File: config.mk
export PLATFORM = sky130hd
export DESIGN_NAME = board_ctrl
export DESIGN_NICKNAME = d
export VERILOG_FILES = /design/src/rtl/board_pkg.sv /design/src/rtl/board_ctrl_btn_debounce.sv /design/src/rtl/board_ctrl.sv
export SDC_FILE = /design/constraint.sdc
export NUM_CORES = 1
export LEC_CHECK = 0
export BUFFER_PORTS_ARGS = -buffer_cell sky130_fd_sc_hd__buf_2
export CAP_MARGIN = 20
export CORE_ASPECT_RATIO = 1.25
export CORE_UTILIZATION = 60
export DETAILED_ROUTE_END_ITERATION = 10
export PLACE_DENSITY = 0.85
export SETUP_SLACK_MARGIN = 0.02
export SYNTH_ARGS = -nofsm -noshare
export SYNTH_HDL_FRONTEND = slang
export SYNTH_SLANG_ARGS = --single-unit
File: constraint.sdc
create_clock -name mainClk -period 5.19 [get_ports mainClk]
set_input_delay 0.7785 -clock mainClk [delete_from_list [all_inputs] [get_ports mainClk]]
set_output_delay 0.7785 -clock mainClk [all_outputs]
set_load 0.01 [all_outputs]
File: src/rtl/board_pkg.sv
// Shared types and widths for the front-panel controller: display state,
// register/byte index widths and the LED byte selector.
package board_pkg;

  localparam int REG_IDX_W  = 5;
  localparam int BYTE_IDX_W = 2;

  typedef enum logic [1:0] {
    SHOW_PC = 2'd0,
    SHOW_R1 = 2'd1,
    SHOW_R2 = 2'd2
  } disp_state_e;

  function automatic logic [7:0] select_byte(input logic [31:0] val,
                                             input logic [BYTE_IDX_W-1:0] idx);
    logic [31:0] sh;
    sh = val >> {idx, 3'b000};
    return sh[7:0];
  endfunction

endpackage

File: src/rtl/board_ctrl_btn_debounce.sv
// Button debouncer: two-flop synchronizer, stability counter, debounced level
// and a one-cycle press pulse on an accepted rising transition.
module btn_debounce #(
  parameter int DEB_CNT = 1000000
) (
  input  logic mainClk,
  input  logic reset,
  input  logic raw,
  output logic level,
  output logic press
);

  localparam int CNT_W = $clog2(DEB_CNT);

  logic             sync1_q, sync2_q;
  logic             stable_q, stable_d;
  logic             press_q, press_d;
  logic [CNT_W-1:0] cnt_q, cnt_d;

  always_comb begin
    cnt_d    = '0;
    stable_d = stable_q;
    press_d  = 1'b0;
    if (sync2_q != stable_q) begin
      if (cnt_q == CNT_W'(DEB_CNT - 1)) begin
        stable_d = sync2_q;
        press_d  = sync2_q;
      end else begin
        cnt_d = cnt_q + CNT_W'(1);
      end
    end
  end

  always_ff @(posedge mainClk or negedge reset) begin
    if (!reset) begin
      sync1_q  <= 1'b0;
      sync2_q  <= 1'b0;
      stable_q <= 1'b0;
      press_q  <= 1'b0;
      cnt_q    <= '0;
    end else begin
      sync1_q  <= raw;
      sync2_q  <= sync1_q;
      stable_q <= stable_d;
      press_q  <= press_d;
      cnt_q    <= cnt_d;
    end
  end

  assign level = stable_q;
  assign press = press_q;

endmodule

File: src/rtl/board_ctrl.sv
// Front-panel controller: button debounce, display select FSM, LED byte mux and
// CPU step strobe. Define BOARD_CTRL_STEP_EN to enable the step/run switch path.
module board_ctrl
  import board_pkg::*;
#(
  parameter int DEB_CNT = 1000000,
  parameter int DIV_MAX = 25000000
) (
  input  logic        mainClk,
  input  logic        reset,
  input  logic        chreg1,
  input  logic        chreg2,
  input  logic        chPC,
  input  logic        step,
  input  logic        run,
  input  logic [31:0] reg1_val,
  input  logic [31:0] reg2_val,
  input  logic [31:0] pc_val,
  output logic [4:0]  reg1_sel,
  output logic [4:0]  reg2_sel,
  output logic        cpu_clk_en,
  output logic        clk,
  output logic [7:0]  led
);

  localparam int DIV_W = $clog2(DIV_MAX);

  logic pc_press, r1_press, r2_press;
  logic unused_pc_lvl, unused_r1_lvl, unused_r2_lvl;

  btn_debounce #(.DEB_CNT(DEB_CNT)) u_db_pc (
    .mainClk(mainClk), .reset(reset), .raw(chPC),
    .level(unused_pc_lvl), .press(pc_press)
  );
  btn_debounce #(.DEB_CNT(DEB_CNT)) u_db_r1 (
    .mainClk(mainClk), .reset(reset), .raw(chreg1),
    .level(unused_r1_lvl), .press(r1_press)
  );
  btn_debounce #(.DEB_CNT(DEB_CNT)) u_db_r2 (
    .mainClk(mainClk), .reset(reset), .raw(chreg2),
    .level(unused_r2_lvl), .press(r2_press)
  );

  disp_state_e           state_q, state_d;
  logic [BYTE_IDX_W-1:0] byte_idx_q, byte_idx_d;
  logic [REG_IDX_W-1:0]  reg1_sel_q, reg1_sel_d;
  logic [REG_IDX_W-1:0]  reg2_sel_q, reg2_sel_d;
  logic [7:0]            led_q, led_d;
  logic [31:0]           shown_val;

  // chPC outranks chreg1, which outranks chreg2; lower presses are dropped.
  always_comb begin
    state_d    = state_q;
    byte_idx_d = byte_idx_q;
    reg1_sel_d = reg1_sel_q;
    reg2_sel_d = reg2_sel_q;
    if (pc_press) begin
      if (state_q == SHOW_PC) begin
        byte_idx_d = byte_idx_q + BYTE_IDX_W'(1);
      end else begin
        state_d    = SHOW_PC;
        byte_idx_d = '0;
      end
    end else if (r1_press) begin
      if (state_q == SHOW_R1) begin
        reg1_sel_d = reg1_sel_q + REG_IDX_W'(1);
      end else begin
        state_d    = SHOW_R1;
        byte_idx_d = '0;
      end
    end else if (r2_press) begin
      if (state_q == SHOW_R2) begin
        reg2_sel_d = reg2_sel_q + REG_IDX_W'(1);
      end else begin
        state_d    = SHOW_R2;
        byte_idx_d = '0;
      end
    end
  end

  always_comb begin
    shown_val = pc_val;
    case (state_q)
      SHOW_R1: shown_val = reg1_val;
      SHOW_R2: shown_val = reg2_val;
      default: shown_val = pc_val;
    endcase
    led_d = select_byte(shown_val, byte_idx_q);
  end

  logic run_eff, run_chg, step_go;

`ifdef BOARD_CTRL_STEP_EN
  logic run_lvl, step_press, run_prev_q;
  logic unused_run_press, unused_step_lvl;

  btn_debounce #(.DEB_CNT(DEB_CNT)) u_db_step (
    .mainClk(mainClk), .reset(reset), .raw(step),
    .level(unused_step_lvl), .press(step_press)
  );
  btn_debounce #(.DEB_CNT(DEB_CNT)) u_db_run (
    .mainClk(mainClk), .reset(reset), .raw(run),
    .level(run_lvl), .press(unused_run_press)
  );

  always_ff @(posedge mainClk or negedge reset) begin
    if (!reset) run_prev_q <= 1'b0;
    else        run_prev_q <= run_lvl;
  end

  assign run_eff = run_lvl;
  assign run_chg = run_lvl ^ run_prev_q;
  assign step_go = step_press;
`else
  logic unused_step_run;
  assign unused_step_run = step ^ run;
  assign run_eff = 1'b1;
  assign run_chg = 1'b0;
  assign step_go = 1'b0;
`endif

  logic [DIV_W-1:0] div_q, div_d;
  logic             en_q, en_d;
  logic             clk_q, clk_d;

  // A step press only counts while the divider is parked in single-step mode.
  always_comb begin
    div_d = div_q;
    en_d  = 1'b0;
    if (run_chg) begin
      div_d = '0;
    end else if (run_eff) begin
      if (div_q == DIV_W'(DIV_MAX - 1)) begin
        div_d = '0;
        en_d  = 1'b1;
      end else begin
        div_d = div_q + DIV_W'(1);
      end
    end else begin
      div_d = '0;
      en_d  = step_go;
    end
    clk_d = clk_q ^ en_d;
  end

  always_ff @(posedge mainClk or negedge reset) begin
    if (!reset) begin
      state_q    <= SHOW_PC;
      byte_idx_q <= '0;
      reg1_sel_q <= '0;
      reg2_sel_q <= '0;
      led_q      <= '0;
      div_q      <= '0;
      en_q       <= 1'b0;
      clk_q      <= 1'b0;
    end else begin
      state_q    <= state_d;
      byte_idx_q <= byte_idx_d;
      reg1_sel_q <= reg1_sel_d;
      reg2_sel_q <= reg2_sel_d;
      led_q      <= led_d;
      div_q      <= div_d;
      en_q       <= en_d;
      clk_q      <= clk_d;
    end
  end

  assign reg1_sel   = reg1_sel_q;
  assign reg2_sel   = reg2_sel_q;
  assign cpu_clk_en = en_q;
  assign clk        = clk_q;
  assign led        = led_q;

endmodule

==> impl_metrics.json, run 1 <==
{
  "post_cts_buffers": 0,
  "rows": 41,
  "global_route.usage.met2_pct": 53.6,
  "sequential_to_total_area_share_from_yosys_stat_pct": 48.4,
  "timing.final.setup_violations": 0,
  "worst_ir_drop_vdd_uv": 294,
  "clock-sinks": 121,
  "gp_routability_congestion": 0.935,
  "synthDistinctLibCells": 44,
  "synth-edff-count": 0,
  "io_pins": 123,
  "number_of_levels_in_the_clock_h_tree": 4,
  "layout_common_cells": "dfrtp_1, buf_2, nor2_1, a21oi_1, xnor2_1",
  "placement.io_buffers": 120,
  "hold-path-cell-count": 0,
  "synth_ff_type": "dfrtp_1",
  "async_s_r_ff_share_synth_pct": 100,
  "final_period_minus_worst_setup_slack_ns": 2.26,
  "crit_path_max_fanout": 33,
  "overflow": 0,
  "detailed_place_hpwl_um": 11200,
  "ff2ff_setup_slack_ns": 2.93,
  "syn_area_um2": 6250,
  "reg2reg_from": "state_q[1]",
  "layout-area-overhead-vs-synth_pct": 22.2,
  "run_status": "finished clean",
  "fin_skew_ns": 0.0113,
  "postSynthNetCount": 731,
  "maxClockFrequency_ghz": 0.442,
  "worstMarginPinSlew_ns": 1.03,
  "grt_pass1_wl_um": 25300,
  "globalRouteTotalUtil_pct": 30.8,
  "num_vias": 5503,
  "met3_usage_pct": 6.25,
  "min_delay_worst_endpoint": "u_db_pc.sync2_q",
  "worstSetupStartpointType": "register",
  "static_power_due_to_leakage_uw": 0.00330,
  "finalWirelength_um": 16300,
  "clk_pin_slew_worst_paths_ns": 0.06,
  "worst_ep_arrival_time_ns": 2.57,
  "ctsRootBufferMaster": "clkbuf_16",
  "power_density_nw_per_um2": 307,
  "chipHeight_um": 116,
  "antenna_found_initial": 2,
  "cells_along_the_critical_path": "inv_1 -> ha_1 -> buf_16 -> nor3b_1 -> mux2_2",
  "rr_worst_depth": 5,
  "avgRoutedWirePerCell_um": 18.5,
  "drcViolationCount": 0,
  "floorplan.initialDensity_pct": 61.8,
  "floorplan.die_area_um2": 10800,
  "yosys.area.top_type": "dfrtp_1",
  "cts.hold.buffers_added": 0,
  "final_common_cell": "dfrtp_1",
  "cts-resized-gates": 0,
  "clockBufferDepth": 2,
  "finish.instance_area_um2": 7630,
  "final-max-slew-violation-count": 0,
  "critical_path.n_buffers_inverters": 2,
  "synth-warning-count": 0,
  "timing_hold_violations_final": 0,
  "crit_type": "register to register",
  "route.detailed.vias_per_inst": 6.25,
  "detailedRoute.firstPassIterationCount": 6,
  "die_w_um": 93.3,
  "worstPathRequired_ns": 5.49,
  "globalRouteMet1Util_pct": 37.5,
  "core_area_um2": 10100,
  "placed_cell_area_um2": 6940,
  "slew_headroom_pct": 30.4,
  "reg2reg_to": "reg1_sel[1]",
  "synthesis.instances": 619,
  "largest_net_degree_at_the_start_of_global_routing": 78,
  "globalRoute.busiestLayer": "met2",
  "synth_area_per_cell_um2": 10.1,
  "critical_path.slowest_cell": "nor3b_1",
  "grt_setup_unrepaired": "no",
  "design.final.nets": 849,
  "number_of_buffers_added_by_the_clock_tree_synthesis_step": 17,
  "max_cap_viol_count": 0,
  "yosysTopAreaCellShare_pct": 48.4,
  "tritoncts_clock_tree": "built",
  "holdCritStartpoint": "u_db_pc.sync1_q",
  "insertion_delay_ns": 0.42,
  "drt_iter0_markers": 504,
  "final.setup.tns_ns": 0,
  "number_of_global_route_vias_before_repair": 5292,
  "synth-seq-cells": 121,
  "synth.area.top_cells": "dfrtp_1, xnor2_1, a21oi_1",
  "fin_crit_sh_pct": 43.6,
  "min_path_type": "register to register",
  "timing.critical_path.max_delay_family": "simple AND/OR/NAND/NOR gates",
  "cp_slowest_stage_delay_ns": 0.78,
  "worstSetupEndpointType": "register",
  "fraction_of_layout_instances_using_a_drive_strength_above_1_pct": 24.0,
  "drtAntennaViolNets": 0
}
## cell families after synthesis
| kind of cell | after synthesis | synth area share, % |
|---|---|---|
| compound gates | 127 | 13.1 |
| xor+xnor | 63 | 8.83 |
| fa+ha+maj | 9 | 1.80 |
| buf+inv | 44 | 2.74 |
| flops | 121 | 48.4 |
| mux | 13 | 3.78 |
| simple gates | 242 | 21.3 |
## worst reg2reg max path, cell delays in order, from the launching register on
cell and delay (ns):
dfrtp_1 0.38, inv_1 0.10, ha_1 0.27, buf_16 0.21, nor3b_1 0.78, mux2_2 0.41
## final cells by class
class | instances | area, um^2
sequential | 121 | 3030
timing repair buffer | 127 | 683
antenna | 2 | 5.00
clock buffer | 19 | 453
fill | 687 | 2470
inverter | 16 | 60.1
clock inverter | 13 | 194
tap | 129 | 161
multi-input combinational | 454 | 3050
## metrics by stage
step	std cells	setup WS [ns]	util, %	total power (uW)	hold slack (ns)
2_1_floorplan	619	3.16	-	1010	0.331
3_3_place_gp	844	2.64	68.6	1080	0.334
3_5_place_dp	845	2.49	68.7	1080	0.335
4_1_cts	877	2.48	75.1	2350	0.347
5_1_grt	880	2.77	75.5	2400	0.353
6_report	881	2.93	75.5	2340	0.346
## worst max path at each step
| stage | slack (ns) | cells after the start | end | from |
|---|---|---|---|---|
| finish | 2.93 | 5 | reg1_sel[1] | state_q[1] |
| global route | 2.77 | 6 | reg1_sel[3] | state_q[1] |
| CTS | 2.48 | 5 | reg1_sel[4] | state_q[1] |
| detailed placement | 2.49 | 4 | reg1_sel[1] | state_q[1] |
| global placement | 2.64 | 4 | reg1_sel[1] | state_q[1] |
| floorplan | 3.16 | 4 | u_db_pc.level | u_db_pc.cnt_q[8] |
## Yosys cell counts (8+ instances only)
cell	n
a211oi_1	8
a21oi_1	52
a221oi_1	16
a22oi_1	16
clkbuf_1	22
dfrtp_1	121
ha_1	9
inv_1	16
mux4_2	8
nand2_1	32
nand3_1	27
nand4_1	26
nor2_1	63
nor3_1	14
o21ai_0	18
o31ai_1	12
or3_1	15
or4_1	16
xnor2_1	36
xor2_1	27
## registers in the layout, indices dropped and copies added, names as in the netlist, 2 cells and up
register       count
byte_idx_q         2
u_db_pc.cnt_q     20
u_db_r1.cnt_q     20
reg2_sel           5
reg1_sel           5
u_db_r2.cnt_q     20
div_q             25
state_q            2
led                8
## layer usage
layer  routed length [um]  vias up
li1                     -     2533
met1                 6530     2699
met2                 8220      241
met3                 1120       30
met4                  435        0
met5                    0        -
## power breakdown
group	internal [uW]	leakage, uW	total, uW	switching, uW
sequential	955	0.00164	966	11.3
clock	832	0.000302	1280	446
combinational	42.9	0.00136	98.6	55.7
No activity file was read; power rests on OpenSTA's default activity.
==> run 2, diff against run 1 <==
--- a/config.mk
+++ b/config.mk
@@ -5,12 +5,13 @@
 export SDC_FILE = /design/constraint.sdc
 export NUM_CORES = 1
 export LEC_CHECK = 0
+export ABC_AREA = 1
 export BUFFER_PORTS_ARGS = -buffer_cell sky130_fd_sc_hd__buf_2
 export CAP_MARGIN = 20
 export CORE_ASPECT_RATIO = 1.25
-export CORE_UTILIZATION = 60
+export CORE_UTILIZATION = 52
 export DETAILED_ROUTE_END_ITERATION = 10
-export PLACE_DENSITY = 0.85
+export PLACE_DENSITY = 0.77
 export SETUP_SLACK_MARGIN = 0.02
 export SYNTH_ARGS = -nofsm -noshare
 export SYNTH_HDL_FRONTEND = slang
==> constraint.sdc (replaced) <==
create_clock -name mainClk -period 2 [get_ports mainClk]
set_input_delay 0.3 -clock mainClk [delete_from_list [all_inputs] [get_ports mainClk]]
set_output_delay 0.3 -clock mainClk [all_outputs]
set_load 0.01 [all_outputs]
==> run 2 against run 1 <==
Effect of this change:
- via count rose by 22%
- sequential share of layout area shrank 4.8 points
- register-to-register slack worse by 2.7 ns
- clock-buffer cell count is 3 higher
- critical path type unchanged
- highest routed layer unchanged
==> impl_metrics.json, run 2 <==
{
  "run_status": "finished clean",
  "gp_routability_congestion": 0.907,
  "number_of_buffers_added_by_the_clock_tree_synthesis_step": 17,
  "min_path_type": "input pin to register",
  "utilization_pct": 64.8,
  "tritoncts_clock_tree": "built",
  "route.detailed.vias_per_inst": 5.14,
  "final-max-slew-violation-count": 0,
  "die_w_um": 107,
  "yosys.area.top_type": "dfrtp_1",
  "synth_area_per_cell_um2": 7.33,
  "detailed_place_hpwl_um": 12900,
  "number_of_levels_in_the_clock_h_tree": 4,
  "synthesis.instances": 984,
  "clock-sinks": 121,
  "floorplan.die_area_um2": 14300,
  "largest_reg_flops": 25,
  "num_vias": 6693,
  "syn_area_um2": 7210,
  "design.final.nets": 1228,
  "maxClockFrequency_ghz": 0.578,
  "final.setup.tns_ns": 0,
  "ctsRootBufferMaster": "clkbuf_16",
  "core_area_um2": 13400,
  "timing_hold_violations_final": 0,
  "area_of_the_multi_input_gates_um2": 3700,
  "synth_most_common_cell": "nand2_1",
  "antenna_found_initial": 2,
  "worstMarginPinSlew_ns": 0.600,
  "worstPathRequired_ns": 2.36,
  "grt_pass1_wl_um": 29400,
  "drt_iter0_markers": 383,
  "rows": 47,
  "detailedRoute.firstPassIterationCount": 7,
  "max_cap_viol_count": 0,
  "synth_ff_type": "dfrtp_1",
  "synthDistinctLibCells": 35,
  "postSynthNetCount": 1096,
  "grt_setup_unrepaired": "no",
  "yosysTopAreaCellShare_pct": 42.0,
  "insertion_delay_ns": 0.43,
  "final_common_cell": "nand2_1",
  "post_cts_buffers": 0,
  "number_of_global_route_vias_before_repair": 6452,
  "floorplan.initialDensity_pct": 53.8,
  "worst_ir_drop_vdd_uv": 541,
  "synth-edff-count": 0,
  "synth-seq-cells": 121,
  "top_cell_by_count_worst_path": "nand2_1",
  "worstSetupStartpointType": "register",
  "drtAntennaViolNets": 0,
  "final.fill_count": 1161,
  "static_power_due_to_leakage_uw": 0.00382,
  "synth-warning-count": 0,
  "fin_skew_ns": 0.0100,
  "fin_crit_sh_pct": 86.6,
  "cells_along_the_critical_path": "inv_1 -> ha_1 -> buf_4 -> nand2_1 -> nand3_1 -> o21ai_0 -> o21ai_0 -> nand2_1 -> nand2_1",
  "sequential_to_total_area_share_from_yosys_stat_pct": 42.0,
  "cp_slowest_stage_delay_ns": 0.38,
  "storage_element_area_um2": 3030,
  "crit_path_max_fanout": 13,
  "io_pins": 123,
  "slew_headroom_pct": 60.0,
  "fraction_of_layout_instances_using_a_drive_strength_above_1_pct": 19.4,
  "placement.io_buffers": 120,
  "finalWirelength_um": 17400,
  "drcViolationCount": 0,
  "final_period_minus_worst_setup_slack_ns": 1.73,
  "largest_register": "div_q",
  "overflow": 0,
  "crit_type": "register to register",
  "clockBufferDepth": 2,
  "timing.final.setup_violations": 0,
  "worstSetupEndpointType": "register",
  "layout-area-overhead-vs-synth_pct": 20.5,
  "largest_net_degree_at_the_start_of_global_routing": 65,
  "async_s_r_ff_share_synth_pct": 100,
  "globalRouteTotalUtil_pct": 26.2,
  "synth.cells.most_frequent": "nand2_1, nor2_1, dfrtp_1",
  "layout_common_cells": "nand2_1, nor2_1, dfrtp_1, buf_2, nand3_1",
  "worst_ep_arrival_time_ns": 2.09,
  "critical_path.slowest_cell": "dfrtp_1",
  "chipHeight_um": 134,
  "synth.area.top_cells": "dfrtp_1, nand2_1, nor2_1",
  "clk_pin_slew_worst_paths_ns": 0.06,
  "avgRoutedWirePerCell_um": 13.3,
  "power_density_nw_per_um2": 671
}
run 2: cell types whose count changed after synthesis, sizes merged, moves of 24 or more:
cell	before	now
a21oi	52	16
inv	16	96
nor2	63	185
nand2	32	264
nand3	27	112
o211ai	0	24
run 2: worst max-delay path: cells and delay by family (launching register included):
kind | cells | cell delay (ns)
flops | 1 | 0.38
compound gates | 2 | 0.31
simple gates | 4 | 0.27
fa+ha+maj | 1 | 0.35
buf+inv | 2 | 0.36
run 2: cells by family (layout without fill, tap and decap cells):
group	after synthesis	in the layout	share of synthesized area, %
multiplexers	2	2	0.312
AND/OR/NAND/NOR	610	610	37.3
other	0	2	0
buffers and inverters	120	265	6.70
flip-flops	121	121	42.0
XOR/XNOR	50	50	6.28
adder cells (fa/ha/maj)	9	9	1.56
AO/OA/AOI/OAI	72	72	5.90
run 2: area by class of cell:
class / count / share of cell area, %
timing repair buffer: 134 / 8.84
multi-input combinational: 743 / 42.6
antenna: 2 / 0.0576
inverter: 99 / 4.29
clock buffer: 22 / 5.57
sequential: 121 / 34.8
tap: 171 / 2.46
clock inverter: 10 / 1.35
run 2: routing by layer:
layer	routed length [um]	share of wire, %	vias to the layer above	GRT usage [%]
met5	0	0	-	0
met4	630	3.6	0	15.6
met3	1090	6.3	39	5.92
met2	8720	50	194	46.6
met1	6930	40	3032	28.0
li1	-	-	3428	-
run 2: what timing repair did:
item,4_1_cts,5_1_grt
hold buffers,4,0
gates resized for setup,0,0
hold endpoints to repair,43,0
run 2: per-stage QoR:
stage	worst slack, ns	power [uW]	hold WS [ns]	instance area (um^2)	instances
final	0.269	5840	0.217	8690	1302
after global routing	0.0522	6030	0.260	8690	1301
after CTS	0.269	5880	0.211	8690	1300
after detailed placement	0.276	2800	0.335	8050	1264
after global placement	0.303	2800	0.333	8050	1264
after floorplan	0.513	2610	0.00441	7210	984
run 2: path summary, 6_finish.rpt:
check | from | endpoint | slack (ns) | depth (start not counted)
setup / recovery | state_q[0] | led[4] | 0.27 | 9
hold / removal | pc_val[13] | led[5] | 0.22 | 5
setup reg to reg | state_q[0] | led[4] | 0.27 | 9
hold reg to reg | u_db_r1.sync1_q | u_db_r1.sync2_q | 0.35 | 0
max in group asynchronous | reset | u_db_pc.cnt_q[14] | 1.00 | 3
min in group asynchronous | reset | u_db_r1.cnt_q[17] | 0.43 | 2
run 2: where the power goes:
group | internal, uW | switching (uW) | total [uW]
registers | 2480 | 16.9 | 2500
clock network | 1960 | 1110 | 3070
logic | 122 | 144 | 266
